File: src/rtl/uart_pkg.sv
// Shared UART definitions so the transmitter and receiver agree on framing and baud defaults.
package uart_pkg;

  localparam int UART_DATA_BITS          = 8;
  localparam int DEFAULT_BAUD_RATE       = 10000;
  localparam int DEFAULT_CLOCK_FREQUENCY = 250000000;

  typedef enum logic [2:0] {
    RX_IDLE,
    RX_START,
    RX_DATA,
    RX_STOP,
    RX_BREAK_WAIT
  } RxState;

  typedef enum logic [1:0] {
    TX_IDLE,
    TX_START,
    TX_DATA,
    TX_STOP
  } TxState;

endpackage

File: src/rtl/uart_rx_sync.sv
// Two-flop synchronizer for the serial line plus a one-cycle delayed copy for falling-edge detection.
module uart_rx_sync (
  input  logic clk,
  input  logic i_reset_n,
  input  logic rx_async,
  output logic rx_s,
  output logic rx_fall
);

  logic       rx_meta;
  logic       rx_prev;
  logic [1:0] fill;
  logic       armed;

  always_ff @(posedge clk or negedge i_reset_n) begin
    if (!i_reset_n) begin
      rx_meta <= 1'b1;
      rx_s    <= 1'b1;
      rx_prev <= 1'b1;
      fill    <= 2'b00;
      armed   <= 1'b0;
    end else begin
      rx_meta <= rx_async;
      rx_s    <= rx_meta;
      rx_prev <= rx_s;
      fill    <= {fill[0], 1'b1};
      // The reset-to-1 flops would fake a high line; only a genuinely observed high arms edge detection.
      if (fill[1] && rx_s) begin
        armed <= 1'b1;
      end
    end
  end

  assign rx_fall = armed & rx_prev & ~rx_s;

endmodule

File: src/rtl/uart_receiver.sv
// 8N1 UART receiver: mid-bit sampling, one-cycle valid / frame-error pulses, break hold-off.
//
// state         | meaning
// RX_IDLE       | line idle, waiting for a falling edge
// RX_START      | timing to the middle of the start bit
// RX_DATA       | sampling the 8 data bits, LSB first
// RX_STOP       | sampling the stop bit
// RX_BREAK_WAIT | stop bit was low, waiting for the line to return high
module uart_receiver
  import uart_pkg::*;
#(
  parameter int BAUD_RATE       = DEFAULT_BAUD_RATE,
  parameter int CLOCK_FREQUENCY = DEFAULT_CLOCK_FREQUENCY
) (
  input  logic                      clk,
  input  logic                      i_reset_n,
  input  logic                      i_rx,
  output logic [UART_DATA_BITS-1:0] o_data,
  output logic                      o_data_valid,
  output logic                      o_frame_error,
  output logic                      o_busy
);

  localparam int CYCLES_PER_SAMPLE = CLOCK_FREQUENCY / BAUD_RATE;
  localparam int HALF_SAMPLE       = CYCLES_PER_SAMPLE / 2;
  localparam logic [15:0] BIT_LAST  = 16'(CYCLES_PER_SAMPLE - 1);
  localparam logic [15:0] HALF_LAST = 16'(HALF_SAMPLE - 1);

  RxState                    state;
  RxState                    state_next;
  logic                      rx_s;
  logic                      rx_fall;
  logic [15:0]               cycle_count;
  logic [2:0]                bit_index;
  logic [UART_DATA_BITS-1:0] shift_reg;

  logic half_done;
  logic bit_done;
  logic count_clear;
  logic index_clear;
  logic index_inc;
  logic shift_en;
  logic load_data;
  logic valid_set;
  logic error_set;

  uart_rx_sync u_sync (
    .clk      (clk),
    .i_reset_n(i_reset_n),
    .rx_async (i_rx),
    .rx_s     (rx_s),
    .rx_fall  (rx_fall)
  );

  assign half_done = (cycle_count == HALF_LAST);
  assign bit_done  = (cycle_count == BIT_LAST);

  always_ff @(posedge clk or negedge i_reset_n) begin
    if (!i_reset_n) begin
      state <= RX_IDLE;
    end else begin
      state <= state_next;
    end
  end

  always_comb begin
    state_next = state;
    case (state)
      RX_IDLE: begin
        if (rx_fall) state_next = RX_START;
      end
      RX_START: begin
        if (half_done) state_next = rx_s ? RX_IDLE : RX_DATA;
      end
      RX_DATA: begin
        if (bit_done && (bit_index == 3'd7)) state_next = RX_STOP;
      end
      RX_STOP: begin
        if (bit_done) state_next = rx_s ? RX_IDLE : RX_BREAK_WAIT;
      end
      RX_BREAK_WAIT: begin
        if (rx_s) state_next = RX_IDLE;
      end
      default: state_next = RX_IDLE;
    endcase
  end

  always_comb begin
    count_clear = 1'b0;
    index_clear = 1'b0;
    index_inc   = 1'b0;
    shift_en    = 1'b0;
    load_data   = 1'b0;
    valid_set   = 1'b0;
    error_set   = 1'b0;
    o_busy      = (state != RX_IDLE);
    case (state)
      RX_IDLE: begin
        count_clear = rx_fall;
      end
      RX_START: begin
        if (half_done && !rx_s) begin
          count_clear = 1'b1;
          index_clear = 1'b1;
        end
      end
      RX_DATA: begin
        if (bit_done) begin
          shift_en    = 1'b1;
          count_clear = 1'b1;
          index_inc   = (bit_index != 3'd7);
        end
      end
      RX_STOP: begin
        if (bit_done) begin
          load_data = rx_s;
          valid_set = rx_s;
          error_set = ~rx_s;
        end
      end
      default: ;
    endcase
  end

  always_ff @(posedge clk or negedge i_reset_n) begin
    if (!i_reset_n) begin
      cycle_count   <= 16'd0;
      bit_index     <= 3'd0;
      shift_reg     <= '0;
      o_data        <= '0;
      o_data_valid  <= 1'b0;
      o_frame_error <= 1'b0;
    end else begin
      if (count_clear) begin
        cycle_count <= 16'd0;
      end else if (state != RX_IDLE) begin
        cycle_count <= cycle_count + 16'd1;
      end
      if (index_clear) begin
        bit_index <= 3'd0;
      end else if (index_inc) begin
        bit_index <= bit_index + 3'd1;
      end
      if (shift_en) begin
        shift_reg[bit_index] <= rx_s;
      end
      if (load_data) begin
        o_data <= shift_reg;
      end
      o_data_valid  <= valid_set;
      o_frame_error <= error_set;
    end
  end

endmodule

File: config.mk
export PLATFORM = sky130hd
export DESIGN_NAME = uart_receiver
export DESIGN_NICKNAME = d
export VERILOG_FILES = /design/src/rtl/uart_pkg.sv /design/src/rtl/uart_rx_sync.sv /design/src/rtl/uart_receiver.sv
export SDC_FILE = /design/constraint.sdc
export NUM_CORES = 1
export LEC_CHECK = 0
export CAP_MARGIN = 25
export CORE_MARGIN = 1.5
export CORE_UTILIZATION = 35
export DETAILED_ROUTE_END_ITERATION = 6
export PLACE_DENSITY_LB_ADDON = 0.15
export SLEW_MARGIN = 20
export SYNTH_ARGS = -nofsm -noshare
export SYNTH_HDL_FRONTEND = slang
export SYNTH_SLANG_ARGS = --single-unit
export TNS_END_PERCENT = 5
File: constraint.sdc
create_clock -name clk -period 3 [get_ports clk]
set_input_delay 0.3 -clock clk [delete_from_list [all_inputs] [get_ports clk]]
set_output_delay 0.3 -clock clk [all_outputs]
set_load 0.1 [all_outputs]
Yosys cells after proc, flatten, opt, wreduce, memory -nomap -nowiden. Index checks and enable logic that the tools add are counted.

Bits in latches: 0. Output and inout bits: 11. Bits in writable memories: 0. Register bits: 46. Input port bits: 3. ROM bits: 0. Memories: 0. Logic and storage cells: 68.

Reduce and logical (&&, ||, !) cells: 10. Add/sub/neg operators: 2. Bitwise operators: 3. Shift operators: 0. Equality and inequality tests: 13. Divide/modulo/power cells: 0. Multipliers: 0. Muxes and demuxes: 26. Order comparisons: 2.

Operator list (count): $mux 16 (2); $mux 3 (8); $add 16x1->16 const B (1); $eq 16x14->1 const B (1); $eq 16x15->1 const B (1); $pmux 3 s5 (1); $mux 1 (11); $bwmux 8 (1); $ne 2x2->1 const B (4); $eq 3x2->1 const B (2); $eq 3x3->1 const B (2); $reduce_and 5->1 (1); $logic_and 1x1->1 (4); $lt 3x4->1 const B (1); $reduce_bool 2->1 (2); $add 3x1->3 const B (1); $demux 1 s3 (1); $eq 3x1->1 const B (1); $ge 3x1->1 const B (1); $logic_not 3->1 (1); $ne 3x3->1 const B (1); $pmux 1 s3 (1); $reduce_bool 3->1 (1); $and 1x1->1 (2); other kinds (4) (4).

Longest topological paths before layout.
Depth after elaboration: 5. Mapped depth: 7. Mapped depth without buffers: 6.

Cells and area by module. From an unflattened synthesis, not the netlist that was laid out.

Cell total of the unflattened synthesis: 207. Area, all modules: 2282.2 um2.

Modules (own cells, without submodules): uart_receiver (area an instance 2107.0 um2, cells each 198, times used 1); uart_rx_sync (area an instance 175.2 um2, cells each 9, times used 1).

Worst setup path before layout. OpenSTA, ideal clock, no wires.

Kind: register to register. Start: register state[0]. End: register state[0]. Slack: 640 ps. Stages on the path, launching flop included: 7. Library setup time: 125 ps. Buffers on the path: 1. Required time: 2875 ps. Arrival: 2235 ps. Path through: dfrtp_1 > or3_1 > clkbuf_1 > nor2b_2 > a21oi_1 > o211ai_1 > mux2_2.

Word-level cells in the longest chain between the ends: 3.

RTL lines: start: declaration (line uart_receiver.sv:29) `RxState state;`; start signal: assignment (line uart_receiver.sv:62) `state <= state_next;`; $eq 3x3->1, or another cell as far along (line uart_receiver.sv:68) `case (state)`; $ne 2x1->1 (no source line) or $ne 2x2->1 (tied branches); $reduce_and 5->1 (no source line).

Parallel ways exist; a longest one is shown, timed or not. A chain may end at the register's enable or synchronous reset.

Worst setup path after layout.
Start: register cycle_count[1]. End: register cycle_count[12].

Word-level cells in the longest chain between the ends: 5.

RTL lines: start: declaration (line uart_receiver.sv:33) `logic [15:0] cycle_count;`; start signal: assignment (line uart_receiver.sv:137) `cycle_count <= cycle_count + 16'd1;`; parallel branches: the longest is 5 deep, another holds $add 16x1->16.

Parallel ways; which one is timed is not known. The select of a mux whose other input is x is not followed.

==> results.toml <==
[floorplanning]
num_rows = 28
die_w_um = 82.2
core_area_um2 = 5990
dieArea_um2 = 6760
pin_count = 14
start_util_pct = 36.7
die_h_um = 82.2

[grt]
track_usage_pct = 14.5
grt.busiest_layer = "met2"
grt.met3_usage_pct = 3.96
grt_max_degree = 47
grtUsageMet2_pct = 21.2
grt_remaining_overflow = 0
first_global_vias = 1465
grt_antenna_before_repair = 0
grt_pass1_wl_um = 7220
globalRouteMet1Util_pct = 19.7

[clock_network]
htreeDepth = 2
post_cts_buffers = 0
clk_latency_ps = 310
cts-hold-fix-buffers = 0
cts-resized-gates = 0
clk_pin_slew_worst_paths_ps = 90
cts_buffers = 5
cts_sinks = 46
clockBufferDepth = 2
root_buffer = "clkbuf_8"
cts_tree = "done"

[drt]
ant_nets = 0
initialDrtViolationCount = 108
post_drt_wl_per_cell_um = 15.0
drt_wl_total_um = 4180
detail_route.vias_per_cell = 5.11
drc = 0
dr_total_vias = 1427
dr.pass1.iters = 4

[setup_path]
reg2reg_from = "cycle_count[1]$_DFFE_PN0P_"
cpPeakStageDelay_ps = 460
regToRegEndpoint = "cycle_count[12]$_DFFE_PN0P_"
worst-path-max-fanout = 14
cp_cell_sequence = "ha_1 -> nor4bb_1 -> nand4_1 -> nor4_2 -> a21o_1 -> nor2_1"
cpMaxStageDelayCell = "a21o_1"
critPathCaptureType = "flip-flop"
path_class = "flip-flop to flip-flop"
crit_path_start_kind = "flip-flop"
reg2reg_depth = 6
reg2reg_slack_ps = 850
required_ps = 3180
cp.arrival_ps = 2330

[timing]
timing.hold.ws_ps = -12.4
tns_ps = 0
rsz0062_at_grt = "no"
setup_violations = 0
fmax_mhz = 465
hold_violations = 31
post-route-period-util_pct = 71.7
worstMarginPinSlew_ps = 961
slew_violations = 0
min_period_ps = 2150
finalClockSkew_ps = 6.64
timing.slew.headroom_pct = 35.7

[logic_synthesis]
synthArstFlopShare_pct = 100
ys_ff_latch = 46
yosysUniqueCellTypes = 48
synth_ff_type = "dfrtp_1"
syn_inst = 189
synth_area_um2 = 2200
yosys_warnings = 0
synth_nets = 195
synth-seq-area-share_pct = 52.6
syn_avg_cell_area_um2 = 11.6
synth_edf_count = 0

[power]
pwr-share-clk_pct = 26.5
p_int_mw = 0.955
p_sw_share_pct = 34.2
power_mw = 1.45
power_frac_comb_pct = 20.3
powerDensity_nw_per_um2 = 592
seq_power_share_pct = 53.2
leakagePower_nw = 1.12
peakVddDrop_v = 0.000289
power.net_switching_mw = 0.495

[placed_design]
place.port_buffers = 13
placed_area_um2 = 2360
gp_congestion = 0.815
dp.final_hpwl_um = 2900

[status]
violations = "hold timing"
status = "finished, violations left"

[job]
drv_cap = 0

[cells_and_area]
nets = 209
final_layout_size_suffix_gt1_share_pct = 25.0
final_cell_mix = "dfrtp_1 (43), nor2_1 (25), mux2_2 (17), nand2_1 (12), buf_4 (10)"
largest_reg_flops = 16
antenna_cells = 0
final_common_cell = "dfrtp_1"
final_area_um2 = 2450
post-route-util_pct = 40.9
syn_to_final_growth_pct = 11.6

[min_path]
hp-class = "input pin to asynchronous set/reset pin"
[cell families (layout without fill, tap and decap cells)]
kind of cell / Yosys count / after routing / synth area share [%]
flip-flops: 46 / 46 / 52.6
multiplexers: 20 / 20 / 10.1
AO/OA/AOI/OAI: 10 / 10 / 3.19
AND/OR/NAND/NOR: 86 / 86 / 24.4
XOR/XNOR: 15 / 15 / 5.98
adder cells (fa/ha/maj): 3 / 3 / 1.71
buffers and inverters: 8 / 23 / 1.94
other: 1 / 1 / 0.171
[synthesized netlist by cell type, types with 2 or more instances]
| master | instances | area, µm² |
|---|---|---|
| nor3b_2 | 3 | 37.5 |
| xnor2_1 | 6 | 52.6 |
| ha_1 | 3 | 37.5 |
| clkbuf_1 | 3 | 11.3 |
| a21oi_1 | 2 | 10.0 |
| a21o_1 | 2 | 15.0 |
| nor4bb_1 | 2 | 20.0 |
| nand4_1 | 3 | 18.8 |
| and3_1 | 2 | 12.5 |
| inv_1 | 2 | 7.51 |
| nand2b_1 | 3 | 18.8 |
| xor2_1 | 9 | 78.8 |
| nand3b_1 | 6 | 45.0 |
| dfstp_2 | 3 | 78.8 |
| nand2_1 | 12 | 45.0 |
| nor3_1 | 6 | 30.0 |
| nand3_1 | 7 | 35.0 |
| mux2i_1 | 3 | 30.0 |
| mux2_2 | 17 | 191 |
| nor2_1 | 25 | 93.8 |
| dfrtp_1 | 43 | 1080 |
[routing by layer]
layer | vias up | share of wire, %
met5 | - | 0
met1 | 715 | 49
met3 | 6 | 2.9
li1 | 687 | -
met4 | 0 | 1.4
met2 | 19 | 47
[per-stage QoR]
stage          hold slack, ps  setup WS, ps  std cells
2_1_floorplan            4.41           640        189
3_3_place_gp              332           942        271
3_5_place_dp              342           866        271
4_1_cts                   208           842        279
5_1_grt                  26.9           651        279
6_report                -12.4           848        279
[how the worst max path moves through the flow]
stage	endpoint	slack [ps]	startpoint	depth (start not counted)
2_1_floorplan	state[0]$_DFFE_PN0P_	640	state[0]$_DFFE_PN0P_	6
4_1_cts	o_data[5]$_DFFE_PN0P_	840	cycle_count[1]$_DFFE_PN0P_	5
6_report	cycle_count[12]$_DFFE_PN0P_	850	cycle_count[1]$_DFFE_PN0P_	6
3_5_place_dp	cycle_count[13]$_DFFE_PN0P_	870	cycle_count[0]$_DFFE_PN0P_	6
5_1_grt	cycle_count[12]$_DFFE_PN0P_	650	cycle_count[1]$_DFFE_PN0P_	6
3_3_place_gp	o_data[4]$_DFFE_PN0P_	940	cycle_count[0]$_DFFE_PN0P_	5
[worst max-delay path: cells and delay by family, from the launching register on]
| kind | cells | cell delay [ps] |
|---|---|---|
| simple gates | 4 | 930 |
| compound gates | 1 | 460 |
| flops | 1 | 400 |
| fa+ha+maj | 1 | 230 |
[power by group through the flow]
stage / clock [mW] / combinational (mW) / sequential, mW
finish: 0.384 / 0.294 / 0.772
CTS: 0.400 / 0.299 / 0.772
global placement: 0 / 0.289 / 0.776
detailed placement: 0 / 0.300 / 0.784
floorplan: 0 / 0.253 / 0.743
global route: 0.432 / 0.321 / 0.785
[final cells by class]
| type | count | area, µm² |
|---|---|---|
| fillers | 583 | 3540 |
| flip-flops and latches | 46 | 1150 |
| multi-input cells | 135 | 1000 |
| repair buffers | 13 | 105 |
| well taps | 75 | 93.8 |
| clock buffers | 5 | 68.8 |
| clock inverters | 3 | 21.3 |
| inverters | 2 | 7.51 |
(Power assumes the default switching activity.)
